### src/rtl/mgmt_flash_arbiter.sv
// mgmt_flash_arbiter: two-requester arbiter for the single mgmt SPI-flash read engine.
// Optional timeout/abort path enabled by defining MGMT_FLASH_ARB_TIMEOUT_EN.
module mgmt_flash_arbiter #(
    parameter int AW          = 24,
    parameter int DW          = 32,
    parameter int STARVE_MAX  = 8,
    parameter int TIMEOUT_CYC = 1024
) (
    input  logic          core_clk,
    input  logic          RST,
    input  logic          m0_req_valid,
    output logic          m0_req_ready,
    input  logic [AW-1:0] m0_addr,
    output logic          m0_rsp_valid,
    output logic [DW-1:0] m0_rdata,
    output logic          m0_err,
    input  logic          m1_req_valid,
    output logic          m1_req_ready,
    input  logic [AW-1:0] m1_addr,
    output logic          m1_rsp_valid,
    output logic [DW-1:0] m1_rdata,
    output logic          m1_err,
    output logic          f_req_valid,
    input  logic          f_req_ready,
    output logic [AW-1:0] f_addr,
    input  logic          f_rsp_valid,
    input  logic [DW-1:0] f_rdata,
    output logic          f_abort,
    output logic          busy,
    output logic          owner
);
    localparam int SW = $clog2(STARVE_MAX + 1);
    typedef enum logic [1:0] {IDLE, ISSUE, WAIT} state_t;
    state_t        state_q, state_d;
    logic [AW-1:0] addr_q, addr_d;
    logic          owner_q, owner_d;
    logic [SW-1:0] starve_q, starve_d;
    logic [DW-1:0] m0_rdata_q, m0_rdata_d, m1_rdata_q, m1_rdata_d;
    logic          m0_rsp_q, m0_rsp_d, m1_rsp_q, m1_rsp_d;
    logic          m0_err_q, m0_err_d, m1_err_q, m1_err_d;
    logic          idle, m0_win, m1_win, done, abort, fin;

    assign idle   = state_q == IDLE;
    assign m1_win = m1_req_valid && (starve_q == SW'(STARVE_MAX) || !m0_req_valid);
    assign m0_win = m0_req_valid && !m1_win;
    assign done   = state_q == WAIT && f_rsp_valid;
    assign fin    = done || abort;

`ifdef MGMT_FLASH_ARB_TIMEOUT_EN
    localparam int TW = $clog2(TIMEOUT_CYC + 1);
    logic [TW-1:0] tmo_q, tmo_d;
    // Completion in the expiry cycle takes precedence over the abort.
    assign abort = !idle && tmo_q == TW'(TIMEOUT_CYC - 1) && !done;
    assign tmo_d = idle ? '0 : tmo_q + 1'b1;
    always_ff @(posedge core_clk or posedge RST)
        if (RST) tmo_q <= '0;
        else tmo_q <= tmo_d;
`else
    assign abort = 1'b0;
`endif

    always_comb begin
        state_d = state_q;
        addr_d  = addr_q;
        owner_d = owner_q;
        if (idle && (m0_win || m1_win)) begin
            state_d = ISSUE;
            addr_d  = m1_win ? m1_addr : m0_addr;
            owner_d = m1_win;
        end else if (fin) state_d = IDLE;
        else if (state_q == ISSUE && f_req_ready) state_d = WAIT;
        starve_d   = m1_req_ready ? '0 :
                     (m1_req_valid && starve_q != SW'(STARVE_MAX)) ? starve_q + 1'b1 : starve_q;
        m0_rsp_d   = fin && !owner_q;
        m1_rsp_d   = fin && owner_q;
        m0_err_d   = abort && !owner_q;
        m1_err_d   = abort && owner_q;
        m0_rdata_d = m0_rsp_d ? (abort ? {DW{1'b1}} : f_rdata) : m0_rdata_q;
        m1_rdata_d = m1_rsp_d ? (abort ? {DW{1'b1}} : f_rdata) : m1_rdata_q;
    end

    always_ff @(posedge core_clk or posedge RST) begin
        if (RST) begin
            state_q    <= IDLE;
            addr_q     <= '0;
            owner_q    <= 1'b0;
            starve_q   <= '0;
            m0_rdata_q <= '0;
            m1_rdata_q <= '0;
            m0_rsp_q   <= 1'b0;
            m1_rsp_q   <= 1'b0;
            m0_err_q   <= 1'b0;
            m1_err_q   <= 1'b0;
        end else begin
            state_q    <= state_d;
            addr_q     <= addr_d;
            owner_q    <= owner_d;
            starve_q   <= starve_d;
            m0_rdata_q <= m0_rdata_d;
            m1_rdata_q <= m1_rdata_d;
            m0_rsp_q   <= m0_rsp_d;
            m1_rsp_q   <= m1_rsp_d;
            m0_err_q   <= m0_err_d;
            m1_err_q   <= m1_err_d;
        end
    end

    assign m0_req_ready = idle && m0_win;
    assign m1_req_ready = idle && m1_win;
    assign m0_rsp_valid = m0_rsp_q;
    assign m1_rsp_valid = m1_rsp_q;
    assign m0_rdata     = m0_rdata_q;
    assign m1_rdata     = m1_rdata_q;
    assign m0_err       = m0_err_q;
    assign m1_err       = m1_err_q;
    assign f_req_valid  = state_q == ISSUE;
    assign f_addr       = addr_q;
    assign f_abort      = abort;
    assign busy         = !idle;
    assign owner        = owner_q;
endmodule
### config.mk
export PLATFORM = sky130hd
export DESIGN_NAME = mgmt_flash_arbiter
export DESIGN_NICKNAME = d
export VERILOG_FILES = /design/src/rtl/mgmt_flash_arbiter.sv
export SDC_FILE = /design/constraint.sdc
export NUM_CORES = 1
export LEC_CHECK = 0
export CORE_MARGIN = 2
export CORE_UTILIZATION = 40
export CTS_BUF_LIST = sky130_fd_sc_hd__clkbuf_4 sky130_fd_sc_hd__clkbuf_8
export DETAILED_ROUTE_END_ITERATION = 8
export PLACE_DENSITY_LB_ADDON = 0.08
export SYNTH_ARGS = -nofsm -noshare
export SYNTH_HDL_FRONTEND = slang
export SYNTH_SLANG_ARGS = --single-unit
export TNS_END_PERCENT = 50
### constraint.sdc
create_clock -name core_clk -period 3.8 [get_ports core_clk]
set_clock_uncertainty 0.05 [all_clocks]
set_input_delay 0.76 -clock core_clk [delete_from_list [all_inputs] [get_ports core_clk]]
set_output_delay 0.76 -clock core_clk [all_outputs]
set_load 0.03 [all_outputs]
==> results.cfg, run 1 <==
[worst_setup_path]
worstPathCellList = clkdlybuf4s50_1 > nand4b_4 > and3_1 > clkdlybuf4s50_1
timing.rr.end = m1_rdata[31]$_DFFE_PP0P_
cp_top_family = buffers and inverters
crit_buf_inv = 2
path_class = in -> out
endpoint_kind = output port
cpMaxStageDelayCell = clkdlybuf4s50_1
crit_top_cell = clkdlybuf4s50_1
cp_data_arrival_time_ns = 2.40
worstSetupStartpointType = input pin
cp.required_ns = 2.99
critical_path.max_stage_delay_ns = 0.66
reg2reg_depth = 3
reg2reg_from = state_q[0]$_DFFE_PP0P_
crit_fanout = 9
r2r_slack_ns = 1.61

[finish]
design_area_um2 = 6360
instances_no_fill = 637
fin_nets = 584
area.growth.synth_to_final_pct = 48.1
fin_util = 0.614
drive_gt1_frac = 0.176
antenna_cells = 0

[power]
power_density_nw_per_um2 = 884
report.power.total_mw = 5.63
ir_drop_mv = 0.380
p_leak_nw = 2.65

[sta]
finalSetupViolCount = 0
tns_ns = 0
max-slew-margin-rel = 0.407
fin_crit_sh = 0.844
slew_viol_final = 0
rsz0062_at_grt = false
period_minus_slack_ns = 3.21
fmax_mhz = 312
final_hold_viol_count = 0
finalHoldWorstSlack_ns = 0.444
tightest_slew_ns = 0.888
fin_ws_ns = 0.593

[placed_design]
dp_cells = 621
hpwl_um = 7540
dpl_cell_area_um2 = 6160
port_buffers = 180
post-place-ws_ns = 0.595
gp_congestion = 0.803

[die]
io-pin-count = 184
die_h_um = 108
die_x_um = 108
fp-row-count = 37
dieArea_um2 = 11600
coreArea_um2 = 10400
initial_core_util = 0.414

[min_path]
hp-start = m0_rdata[24]$_DFFE_PP0P_
hold-path-endpoint = m0_rdata[24]$_DFFE_PP0P_
hold_path_class = reg -> reg
min_path_cells = 1

[global_routing]
track_usage = 0.186
grt_start_max_net_pins = 51
overflow = 0
antenna_found_initial = 0
grt_pass1_vias = 3368
grt_pass1_wl_um = 16800

[clock_tree]
ctsHoldBuffers = 0
cts.repair.resized = 0
cts.sinks = 97
htreeDepth = 3
cts-root-buf = clkbuf_8
post_cts_buffers = 0
cts_tree = yes
cts_buffers = 9
cts.clk_slew.worst_paths_ns = 0.09
worstSkewPairLatency_ns = 0.36
clock_path_buffers = 2

[yosys]
syn_avg_cell_area_um2 = 13.1
synth_top_area_frac = 0.565
ys_ff_latch = 97
synth_cell_types = 35
synth_edf_count = 0
synth-main-ff-cell = dfrtp_1
synth_top_cell_by_area = dfrtp_1
synth_cells = 327
synth_area_leaders = dfrtp_1 (56%), mux2_2 (10%), o221ai_2 (7.0%)
yosysSeqAreaShare = 0.565
async_flop_share = 1.00
synth.cell_area_um2 = 4300
yosys_warnings = 0

[run]
maxCapViolCount = 0

[routing]
drt_iter0_markers = 124
vias_per_cell = 5.14
drc = 0
drtAntennaViolNets = 0
vias = 3271
drt-pass1-iter-count = 4
drt_wl_total_um = 10600
drt-wirelength-per-cell_um = 16.6

[outcome]
status = complete, no violations
worst max-delay path by stage:
stage	start	slack, ns	end	depth (start not counted)
after floorplan	RST	0.46	f_addr[0]$_DFFE_PP0P_	1
after global placement	m1_req_valid	0.64	m0_req_ready	4
after detailed placement	m1_req_valid	0.60	m0_req_ready	4
after CTS	m1_req_valid	0.60	m0_req_ready	4
after global routing	m1_req_valid	0.55	m0_req_ready	4
final	m1_req_valid	0.59	m0_req_ready	4
cell usage after synthesis, drive strengths merged (3+ instances only):
cell / count
dfrtp: 97
mux2: 64
inv: 30
nand3: 25
nand4: 25
o221ai: 25
buf: 20
clkbuf: 11
nand2: 3
nor2: 3
cell usage in the layout, fill, tap and decap left out, types with 3 or more instances in the layout:
master	count
conb_1	3
clkbuf_8	9
clkdlybuf4s50_1	179
o221ai_1	5
nand2_1	3
mux2_1	25
dfrtp_1	97
mux2_2	39
nand4_1	25
o221ai_2	20
inv_1	29
buf_4	7
nand3_1	24
routing by layer:
| layer | vias up | part of all wire | GRT usage |
|---|---|---|---|
| li1 | 1520 | - | - |
| met1 | 1612 | 0.42 | 0.234 |
| met2 | 123 | 0.49 | 0.310 |
| met3 | 16 | 0.072 | 0.0496 |
| met4 | 0 | 0.020 | 0.0641 |
| met5 | - | 0 | 0 |
area by class of cell:
class	instances	area [um2]
tap	136	170
multi-input combinational	171	1580
clock inverter	6	75.1
timing repair buffer	187	1860
sequential	97	2430
fill	859	4010
clock buffer	10	131
inverter	30	115
state kept, by name, summed over array words and instances, names as in the netlist:
name / flops
m1_rdata: 32
m0_rdata: 32
starve_q: 4
m0_rsp_valid: 1
m1_rsp_valid: 1
owner: 1
state_q: 2
f_addr: 24
kinds of logic (layout without fill, tap and decap cells):
family	Yosys count	count (layout)	share of synthesized area
DFF	97	97	0.565
and+or+nand+nor	65	65	0.0897
buffers and inverters	61	233	0.0713
AOI/OAI and AO/OA	35	35	0.0955
muxes	65	65	0.170
xor gates and xnor gates	1	1	0.00204
adders and majority gates	2	2	0.00582
other	1	3	0.000873
worst reg2reg max path, stage by stage (launching register included):
cell and delay [ns]:
dfrtp_1 0.47, nor2b_1 0.26, nand3_2 0.72, mux2_2 0.58
report_power, final:
part / leakage [nW] / internal [mW] / switching [mW] / total (mW)
registers: 1.19 / 1.53 / 0.279 / 1.81
clock network: 0.103 / 0.323 / 0.376 / 0.698
logic: 1.36 / 1.39 / 1.73 / 3.12
Note: power is estimated with default switching activity, not from simulation.
==> run 2, diff against run 1 <==
==> constraint.sdc (replaced) <==
create_clock -name core_clk -period 3.4 [get_ports core_clk]
set_clock_uncertainty 0.05 [all_clocks]
set_input_delay 0.68 -clock core_clk [delete_from_list [all_inputs] [get_ports core_clk]]
set_output_delay 0.68 -clock core_clk [all_outputs]
set_load 0.03 [all_outputs]
==> run 2 against run 1 <==
  * Combinational power is 12% higher
  * Power is 9.7% higher
  * Critical path type unchanged
  * Clock power is 4.4% lower
  * Largest cell class unchanged
==> results.cfg, run 2 (synthesis results as in run 1) <==
[placed_design]
dpl_cell_area_um2 = 6180
port_buffers = 180
post-place-ws_ns = 0.352
gp_congestion = 0.816
dp_cells = 622
hpwl_um = 7380

[routing]
drt-pass1-iter-count = 4
drtAntennaViolNets = 0
drt-wirelength-per-cell_um = 16.3
drt_wl_total_um = 10400
drc = 0
drt_iter0_markers = 105
vias_per_cell = 4.98
vias = 3171

[finish]
layout_commonest_cell = clkdlybuf4s50_1
fin_nets = 585
fin_util = 0.612
antenna_cells = 0
final_cell_mix = clkdlybuf4s50_1 (179), dfrtp_1 (97), mux2_2 (39), inv_1 (29)
design_area_um2 = 6350
area.growth.synth_to_final_pct = 47.7
drive_gt1_frac = 0.176
instances_no_fill = 637

[sta]
max-slew-margin-rel = 0.415
slew_viol_final = 0
rsz0062_at_grt = false
fin_ws_ns = 0.352
finalSetupViolCount = 0
tns_ns = 0
period_minus_slack_ns = 3.05
tightest_slew_ns = 0.876
final_hold_viol_count = 0
fin_crit_sh = 0.896
finalHoldWorstSlack_ns = 0.441
fmax_mhz = 328

[clock_tree]
cts_buffers = 9
htreeDepth = 3
cts.sinks = 97
clock_path_buffers = 2
cts.repair.resized = 0
post_cts_buffers = 0
worstSkewPairLatency_ns = 0.34
cts-root-buf = clkbuf_8
cts_tree = yes
cts.clk_slew.worst_paths_ns = 0.08
ctsHoldBuffers = 0

[global_routing]
grt_pass1_vias = 3231
antenna_found_initial = 0
track_usage = 0.181
grt_start_max_net_pins = 50
grt_pass1_wl_um = 16400
overflow = 0

[power]
ir_drop_mv = 0.470
report.power.total_mw = 6.17
power_density_nw_per_um2 = 973
p_leak_nw = 2.64

[worst_setup_path]
crit_fanout = 26
path_class = in -> out
crit_buf_inv = 3
cp.required_ns = 2.67
cp_data_arrival_time_ns = 2.32
endpoint_kind = output port
crit_top_cell = buf_4
cp_top_family = buffers and inverters
critical_path.max_stage_delay_ns = 0.67
worstSetupStartpointType = input pin
cpMaxStageDelayCell = clkdlybuf4s50_1
worstPathCellList = clkdlybuf4s50_1 > nand4b_4 > buf_4 > a21oi_1 > buf_4

[die]
dieArea_um2 = 11600
die_h_um = 108
io-pin-count = 184
fp-row-count = 37
initial_core_util = 0.414
coreArea_um2 = 10400
die_x_um = 108

[min_path]
hold_path_class = reg -> reg

[outcome]
status = complete, no violations

[run]
maxCapViolCount = 0
run 2: cell types whose count changed in the layout (fill, tap and decap cells not counted), sizes merged:
cell / previous run / this run
buf: 8 / 9
inv: 33 / 31
bufinv: 1 / 0
clkinv: 1 / 4
clkbuf: 10 / 9
run 2: cell type report:
class | instances | area, um2
Fill cell | 852 | 4020
Inverter | 30 | 115
Tap cell | 136 | 170
Sequential cell | 97 | 2430
Clock inverter | 6 | 43.8
Clock buffer | 9 | 124
Timing Repair Buffer | 188 | 1880
Multi-Input combinational cell | 171 | 1580
run 2: path summary, 6_finish.rpt:
| path | slack [ns] | end | depth (start not counted) | start |
|---|---|---|---|---|
| max in group asynchronous | 1.86 | m0_rdata[29]$_DFFE_PP0P_ | 3 | RST |
| min reg2reg | 0.44 | m0_rdata[25]$_DFFE_PP0P_ | 1 | m0_rdata[25]$_DFFE_PP0P_ |
| min | 0.44 | m0_rdata[25]$_DFFE_PP0P_ | 1 | m0_rdata[25]$_DFFE_PP0P_ |
| min in group asynchronous | 0.72 | starve_q[0]$_DFFE_PP0P_ | 2 | RST |
| max reg2reg | 1.27 | m1_rdata[27]$_DFFE_PP0P_ | 3 | state_q[0]$_DFFE_PP0P_ |
| max | 0.35 | m1_req_ready | 5 | m1_req_valid |
run 2: metal layers:
metal	up-vias	routed length [um]	GRT usage
li1	1511	-	-
met1	1548	4410	0.233
met2	104	5150	0.301
met3	8	702	0.0484
met4	0	123	0.0522
met5	-	0	0
run 2: report_power, final:
group	switching (mW)	total, mW	internal [mW]
Combinational	1.92	3.48	1.56
Clock	0.402	0.667	0.265
Sequential	0.316	2.02	1.71
